`config.mk`:
```
export PLATFORM = sky130hd
export DESIGN_NAME = matmul_seq
export DESIGN_NICKNAME = d
export VERILOG_FILES = /design/src/rtl/matmul_seq.sv
export SDC_FILE = /design/constraint.sdc
export NUM_CORES = 1
export LEC_CHECK = 0
export ABC_AREA = 1
export CAP_MARGIN = 0
export CORE_MARGIN = 4
export CORE_UTILIZATION = 43
export DETAILED_ROUTE_END_ITERATION = 10
export DONT_BUFFER_PORTS = 1
export PLACE_DENSITY_LB_ADDON = 0.08
export SLEW_MARGIN = 20
export SYNTH_ARGS = -nofsm -noshare
export SYNTH_HDL_FRONTEND = slang
export SYNTH_SLANG_ARGS = --single-unit
```
`constraint.sdc`:
```
create_clock -name clk -period 4.6 [get_ports clk]
set_input_delay 0.69 -clock clk [delete_from_list [all_inputs] [get_ports clk]]
set_output_delay 0.69 -clock clk [all_outputs]
set_load 0.03 [all_outputs]
```
`src/rtl/matmul_seq.sv`:
```
// matmul_seq: sequential N x N unsigned matrix multiplier.
// A and B are loaded as row-major element streams; C = A x B is computed with
// one shared multiply-accumulate, one product per clock, into a result
// register file readable by row/column address.
module matmul_seq #(
   parameter int N     = 2,
   parameter int WIDTH = 8,
   parameter int ACC_W = 2 * WIDTH + $clog2(N)
) (
   input  logic                 clk,
   input  logic                 rst,
   input  logic                 load_valid,
   input  logic                 load_sel,
   input  logic [WIDTH-1:0]     load_data,
   output logic                 load_ready,
   input  logic                 start,
   output logic                 busy,
   output logic                 done,
   input  logic [$clog2(N)-1:0] rd_row,
   input  logic [$clog2(N)-1:0] rd_col,
   output logic [ACC_W-1:0]     rd_data
);

   localparam int             IW   = $clog2(N);
   localparam logic [IW-1:0]  LAST = IW'(N - 1);

   typedef enum logic [1:0] {
      S_IDLE,
      S_CALC,
      S_DONE
   } state_t;

   state_t           state_q;
   logic             busy_q;
   logic             done_q;

   logic [WIDTH-1:0] a_q [N][N];
   logic [WIDTH-1:0] b_q [N][N];
   logic [ACC_W-1:0] c_q [N][N];

   logic [IW-1:0]    a_row_q, a_col_q, b_row_q, b_col_q;
   logic [IW-1:0]    a_row_d, a_col_d, b_row_d, b_col_d;
   logic [IW-1:0]    i_q, j_q, k_q;
   logic [IW-1:0]    i_d, j_d, k_d;
   logic             i_last, j_last, k_last;
   logic [ACC_W-1:0] acc_q, acc_d, prod;
   logic             rd_in_range;

   assign busy       = busy_q;
   assign done       = done_q;
   // start has priority over a same-cycle load, so it also gates readiness
   assign load_ready = (state_q == S_IDLE) & ~start;

   // Next values for load pointers, loop counters and the MAC accumulator
   always_comb begin
      a_col_d = (a_col_q == LAST) ? '0 : a_col_q + 1'b1;
      a_row_d = a_row_q;
      if (a_col_q == LAST) begin
         a_row_d = (a_row_q == LAST) ? '0 : a_row_q + 1'b1;
      end
      b_col_d = (b_col_q == LAST) ? '0 : b_col_q + 1'b1;
      b_row_d = b_row_q;
      if (b_col_q == LAST) begin
         b_row_d = (b_row_q == LAST) ? '0 : b_row_q + 1'b1;
      end

      k_last = (k_q == LAST);
      j_last = (j_q == LAST);
      i_last = (i_q == LAST);
      k_d    = k_last ? '0 : k_q + 1'b1;
      j_d    = j_q;
      i_d    = i_q;
      if (k_last) begin
         j_d = j_last ? '0 : j_q + 1'b1;
         if (j_last) begin
            i_d = i_last ? '0 : i_q + 1'b1;
         end
      end

      prod  = ACC_W'(a_q[i_q][k_q]) * ACC_W'(b_q[k_q][j_q]);
      acc_d = ((k_q == '0) ? '0 : acc_q) + prod;
   end

   // Control FSM with operand loading, MAC sequencing and result write-back
   always_ff @(posedge clk or negedge rst) begin
      if (!rst) begin
         state_q <= S_IDLE;
         busy_q  <= 1'b0;
         done_q  <= 1'b0;
         a_q     <= '{default: '0};
         b_q     <= '{default: '0};
         c_q     <= '{default: '0};
         a_row_q <= '0;
         a_col_q <= '0;
         b_row_q <= '0;
         b_col_q <= '0;
         i_q     <= '0;
         j_q     <= '0;
         k_q     <= '0;
         acc_q   <= '0;
      end else begin
         case (state_q)
            S_IDLE: begin
               done_q <= 1'b0;
               if (start) begin
                  state_q <= S_CALC;
                  busy_q  <= 1'b1;
                  a_row_q <= '0;
                  a_col_q <= '0;
                  b_row_q <= '0;
                  b_col_q <= '0;
                  i_q     <= '0;
                  j_q     <= '0;
                  k_q     <= '0;
                  acc_q   <= '0;
               end else if (load_valid) begin
                  if (load_sel) begin
                     b_q[b_row_q][b_col_q] <= load_data;
                     b_row_q <= b_row_d;
                     b_col_q <= b_col_d;
                  end else begin
                     a_q[a_row_q][a_col_q] <= load_data;
                     a_row_q <= a_row_d;
                     a_col_q <= a_col_d;
                  end
               end
            end
            S_CALC: begin
               acc_q <= acc_d;
               k_q   <= k_d;
               j_q   <= j_d;
               i_q   <= i_d;
               if (k_last) begin
                  c_q[i_q][j_q] <= acc_d;
               end
               if (k_last && j_last && i_last) begin
                  state_q <= S_DONE;
                  done_q  <= 1'b1;
               end
            end
            S_DONE: begin
               state_q <= S_IDLE;
               busy_q  <= 1'b0;
               done_q  <= 1'b0;
            end
            default: begin
               state_q <= S_IDLE;
               busy_q  <= 1'b0;
               done_q  <= 1'b0;
            end
         endcase
      end
   end

   // Addresses beyond N-1 only exist when N is not a power of two
   if ((2 ** IW) == N) begin : g_full_addr
      assign rd_in_range = 1'b1;
   end else begin : g_part_addr
      assign rd_in_range = (rd_row <= LAST) && (rd_col <= LAST);
   end

   // Combinational readout of the result register file
   always_comb begin
      rd_data = '0;
      if (rd_in_range) begin
         rd_data = c_q[rd_row][rd_col];
      end
   end

endmodule
```
Yosys cells after proc, flatten, opt, wreduce, memory -nomap -nowiden:

Index checks and enable logic that the tools add are counted.

* bits in registers: 160
* input bits: 15
* logic and storage cells: 163

* $add $sub $neg: 8
* $mul: 1
* magnitude comparators: 15
* eq/ne operators: 6
* multiplexer cells: 71
* bitwise gates (word level): 13
* reduce and logical (&&, ||, !) cells: 26

Operator list (count)
* 2-to-1 mux 34 bit: 4
* 2-to-1 mux 16 bit: 8
* 2-to-1 mux 17 bit: 6
* bitwise mux 68 bit: 1
* bitwise mux 32 bit: 2
* 2-to-1 mux 8 bit: 8
* demux 34 bit (select 1 bit): 1
* one-hot mux 17 bit (2 select lines): 1
* demux 16 bit (select 1 bit): 2
* 2-to-1 mux 1 bit: 28
* AND reduction 4 bit: 5
* greater-or-equal comparator 2 bit, second input constant: 9
* inverter 1 -> 2 bit: 9
* adder 17 x 16 -> 17 bit: 1
* demux 17 bit (select 1 bit): 1
* demux 8 bit (select 1 bit): 2
* multiplier 8 x 8 -> 16 bit: 1
* less-than comparator 2 x 1 -> 1 bit, second input constant: 6
* nonzero test 2 bit: 5
* AND reduction 3 bit: 3
* logical AND 1 bit: 8
* inequality test 2 bit, second input constant: 4
* one-hot mux 1 bit (2 select lines): 4
* AND reduction 2 bit: 4
* other kinds (8): 17

Depth between registers and ports, before layout:

* word-level depth: 10
* gate-level depth with buffers: 25

Least setup slack after synthesis:

OpenSTA, ideal clock, no wires.

* kind: reg-to-reg
* start: register k_q, in the netlist k_last
* end: register acc_q[11]
* library setup time: 0.133 ns
* data arrival time: 4.494 ns
* data required time: 4.467 ns
* path slack: -0.027 ns
* cell stages (with the launch flop): 21
* path buffers: 2
* cell sequence: dfrtp_1 -> buf_2 -> inv_2 -> buf_2 -> nand2_1 -> a32oi_1 -> inv_1 -> nor2_1 -> fa_1 -> fa_1 -> fa_1 -> inv_1 -> fa_1 -> inv_1 -> ha_1 -> nand2_1 -> nor2_1 -> nand2_1 -> nand2_1 -> xor2_1 -> o21ai_0

* cells in the longest elaborated chain, start to end: 10
* elaborated cells between the ends (all ways): 14
* classes of those cells: 1 x add/sub; 1 x mul; 11 x mux; 1 x bitwise

RTL lines
* start, declared: RTL line 43 `logic [IW-1:0] i_q, j_q, k_q;`
* start signal, assigned: RTL line 130 `k_q <= k_d;`
* inverter 1 -> 2 bit (implied by the code): RTL line 80 `prod = ACC_W'(a_q[i_q][k_q]) * ACC_W'(b_q[k_q][j_q]);`
* 2-to-1 mux 16 bit (implied by the code) (3 in series): RTL line 80
* 2-to-1 mux 8 bit (implied by the code) (3 in series): RTL line 80
* multiplier 8 x 8 -> 16 bit: RTL line 80
* adder 17 x 16 -> 17 bit *: RTL line 81 `acc_d = ((k_q == '0) ? '0 : acc_q) + prod;`
* one-hot mux 17 bit (2 select lines) *: RTL line 102 `case (state_q)`
* end signal, assigned: RTL line 100 `acc_q <= '0;`
* end signal, assigned: RTL line 115 `acc_q <= '0;`
* end signal, assigned: RTL line 129 `acc_q <= acc_d;`
* end, declared: RTL line 46 `logic [ACC_W-1:0] acc_q, acc_d, prod;`

Mark *: on every way between the ends. The rest lies on a longest branch, timed or not. The select of a mux whose other input is x is not followed.
A chain may end at the register's enable or synchronous reset.

Worst setup path after layout:

* start: register k_q, in the netlist k_last
* end: register c_q[31] in the netlist's numbering

* cells in the longest elaborated chain, start to end: 10
* elaborated cells between the ends (all ways): 15
* classes of those cells: 1 x add/sub; 1 x mul; 11 x mux; 1 x bitwise; 1 x reduce/logical

RTL lines
* inverter 1 -> 2 bit (implied by the code): RTL line 80
* 2-to-1 mux 16 bit (implied by the code) (3 in series): RTL line 80
* 2-to-1 mux 8 bit (implied by the code) (3 in series): RTL line 80
* multiplier 8 x 8 -> 16 bit: RTL line 80
* adder 17 x 16 -> 17 bit: RTL line 81
* bitwise mux 68 bit: RTL line 134 `c_q[i_q][j_q] <= acc_d;`
* end signal, assigned: RTL line 92 `c_q <= '{default: '0};`
* end signal, assigned by index: RTL line 134
* end, declared: RTL line 39 `logic [ACC_W-1:0] c_q [N][N];`

Several ways; a longest one is shown, not always the timed one. The select of a mux whose other input is x is not followed.

==> out/metrics.csv <==
stage;metric;value;unit
place;gp_congestion;0.905;
cells_and_area;nets;1343;
status;status;complete, but fails checks;
sta;finalCritPeriodShare;1.00;
synthesis;yosys_warnings;0;
synthesis;yosysSeqAreaShare;0.414;
synthesis;synth-edff-count;0;
floorplan;fp.dieW;158;µm
sta;fmax;217;MHz
floorplan;core;22000;µm²
synthesis;syn_avg_cell_area;8.26;µm²
status;violations;negative setup slack;
sta;tightest_slew;1.04;ns
floorplan;fp.dieH;158;µm
synthesis;synth.top_cell.area_share;0.414;
cells_and_area;antenna_cells;0;
synthesis;syn-instance-count;1172;
synthesis;yosys-top-cells-area;dfrtp_1 (41%), nand2_1 (13%), fa_1 (10%);
sta;slew_headroom;0.307;
sta;finalHoldViolations;0;
clock_network;clock_sinks;160;
global_route;antenna_found_initial;0;
global_route;grtUsageTotal;0.218;
worst_setup_path;end_kind;flop;
clock_network;cts_tree;built;
global_route;grt_pass1_vias;7814;
synthesis;synth_largest_area_cell;dfrtp_1;
cells_and_area;area_delta_synth_final;23.4;%
clock_network;worst_skew_pair.late_latency;0.44;ns
routing;drt-initial-drc-count;482;
synthesis;async_flop_share;1.00;
sta;finalSetupViolCount;2;
cells_and_area;drive_gt1_frac;0.247;
synthesis;yosysUniqueCellTypes;37;
synthesis;ys_ff_latch;160;
global_route;grt_max_degree;161;
synthesis;syn_area;9680;µm²
global_route;grt_pass1_wl;42400;µm
routing;routed-via-count;7713;
routing;ant_nets;0;
place;port_buffers;0;
worst_hold_path;min_path_type;in2async;
sta;grt_setup_unrepaired;yes;
clock_network;clockBufferDepth;2;
worst_setup_path;worstSetupPathType;reg2reg;
place;pre_cts_ws;-0.460;ns
clock_network;htree_levels;4;
synthesis;synthFlopType;dfrtp_1;
worst_setup_path;worstPathArrival;4.93;ns
floorplan;fp-row-count;54;
global_route;grt-ovfl-total;0;
floorplan;start_util;0.441;
floorplan;dieArea;25000;µm²
flow_run;cap_violations;0;
routing;drc;0;
sta;maxSlewViolCount;0;
sta;setup_ws;-0.00589;ns
routing;vias_per_cell;5.03;
routing;postRouteWirelength;25800;µm
synthesis;synth_nets;1275;
clock_network;numCtsBuffers;17;
place;dpl.hpwl;18400;µm
worst_setup_path;cp.required;4.92;ns
clock_network;clk_pin_slew;0.08;ns
routing;wl_per_cell;16.8;µm
sta;timing.final.crit_period;4.61;ns
worst_setup_path;worstSetupStartpointType;flop;
routing;drt_first_pass_iters;5;
sta;finClkSkew;0.0157;ns
worst_setup_path;path_max_fanout;6;
clock_network;root_buffer;clkbuf_16;
floorplan;num_io_pins;35;
==> layer usage <==
layer	global-route usage	vias up	wire (µm)
li1	-	3856	-
met1	0.317	3730	12600
met2	0.350	108	12200
met3	0.0369	19	793
met4	0.0406	0	210
met5	0	-	0
==> worst max-delay path: stages, from the launching register on <==
cell,delay [ns]
dfrtp_2,0.47
inv_4,0.11
buf_6,0.11
buf_16,0.11
nand2_1,0.06
a32oi_1,0.17
buf_4,0.20
nand2_2,0.08
fa_1,0.50
inv_1,0.05
fa_1,0.46
fa_1,0.55
inv_1,0.05
fa_1,0.48
inv_2,0.04
ha_4,0.24
nand2_2,0.06
nand2_2,0.06
nand2_2,0.07
nand2_2,0.07
nand2_2,0.08
nand4_1,0.24
nand3_1,0.17
nand2_1,0.06
==> sequential cells by signal, indices dropped and copies added, names as in the netlist, 2 cells and up <==
signal / cells
c_q: 68
a_q: 32
b_q: 32
acc_q: 17
state_q: 2
==> final cells by class <==
cell class              count  area, µm²
clock buffers              17        425
inverters                 174        683
multi-input cells         799       5480
clock inverters            15        213
well taps                 280        350
repair buffers             88        791
fillers                  2072      10000
flip-flops and latches    160       4010
==> synthesized netlist by cell type, types with 3 or more instances <==
library cell  instances
nor2_8                3
a21oi_1              18
buf_2                12
dfrtp_1             160
fa_1                 50
nor2_1               89
nand4_1               3
o21ai_1              21
ha_1                 38
nand3_2               4
buf_6                 6
inv_1               162
a32oi_1               8
inv_4                 3
o21ai_2              15
nand3_1              41
a31oi_1               8
o21ai_0             130
clkbuf_1             17
nor2_4                3
inv_2                 8
o22ai_1              25
nand2_1             324
xnor2_1               4
==> path summary, 6_finish.rpt <==
kind / from / end / slack (ns) / cells after the start
worst min register to register: c_q[63] / c_q[63] / 0.48 / 2
worst max register to register: k_last / c_q[31] / -0.006 / 23
worst min-delay path: rst / b_q[31] / 0.17 / 1
min in group clk: c_q[63] / c_q[63] / 0.48 / 2
max in group asynchronous: rst / acc_q[6] / 3.60 / 1
worst max-delay path: k_last / c_q[31] / -0.006 / 23
==> metrics by stage <==
stage	utilization	setup TNS (ns)	area, µm²	hold WS, ns	cells
global placement	0.475	-15.91	10400	0.404	1487
finish	0.544	-0.00767	11900	0.168	1533
global route	0.544	-8.01	11900	0.236	1533
CTS	0.530	0	11600	0.330	1532
detailed placement	0.475	-16.43	10400	0.405	1487
floorplan	-	0	9710	0.394	1172
==> logic make-up (layout without fill, tap and decap cells) <==
family	count (synthesis)	count (layout)	synth area share
AO/OA/AOI/OAI	227	227	0.131
buffers and inverters	213	294	0.0901
AND/OR/NAND/NOR	478	478	0.207
adder cells (fa/ha/maj)	88	88	0.153
flip-flops	160	160	0.414
XOR/XNOR	6	6	0.00543
==> what timing repair did <==
item,in CTS,in global routing
hold endpoints to repair,160,0
gates cloned,1,0
hold buffers,1,0
setup buffers,11,1
endpoints found under the setup margin,55,56
resized for setup,110,97
pin swaps,84,48
==> cells in the final DEF (no fill, tap or decap), drive strengths merged <==
cell type	instances
fa	50
o21a	1
a32oi	8
buf	88
ha	38
o22ai	25
clkbuf	17
dfrtp	160
nand4	3
or2	2
clkinvlp	2
xnor2	4
nand2	327
a21oi	18
o21ai	166
nor3	2
nor2	97
a31oi	8
bufinv	1
a21o	1
clkinv	10
nand3b	2
nand3	45
xor2	2
inv	176
Power is not shown: default switching activity piles up to over one toggle a cycle in this logic, so the estimate is an artifact.
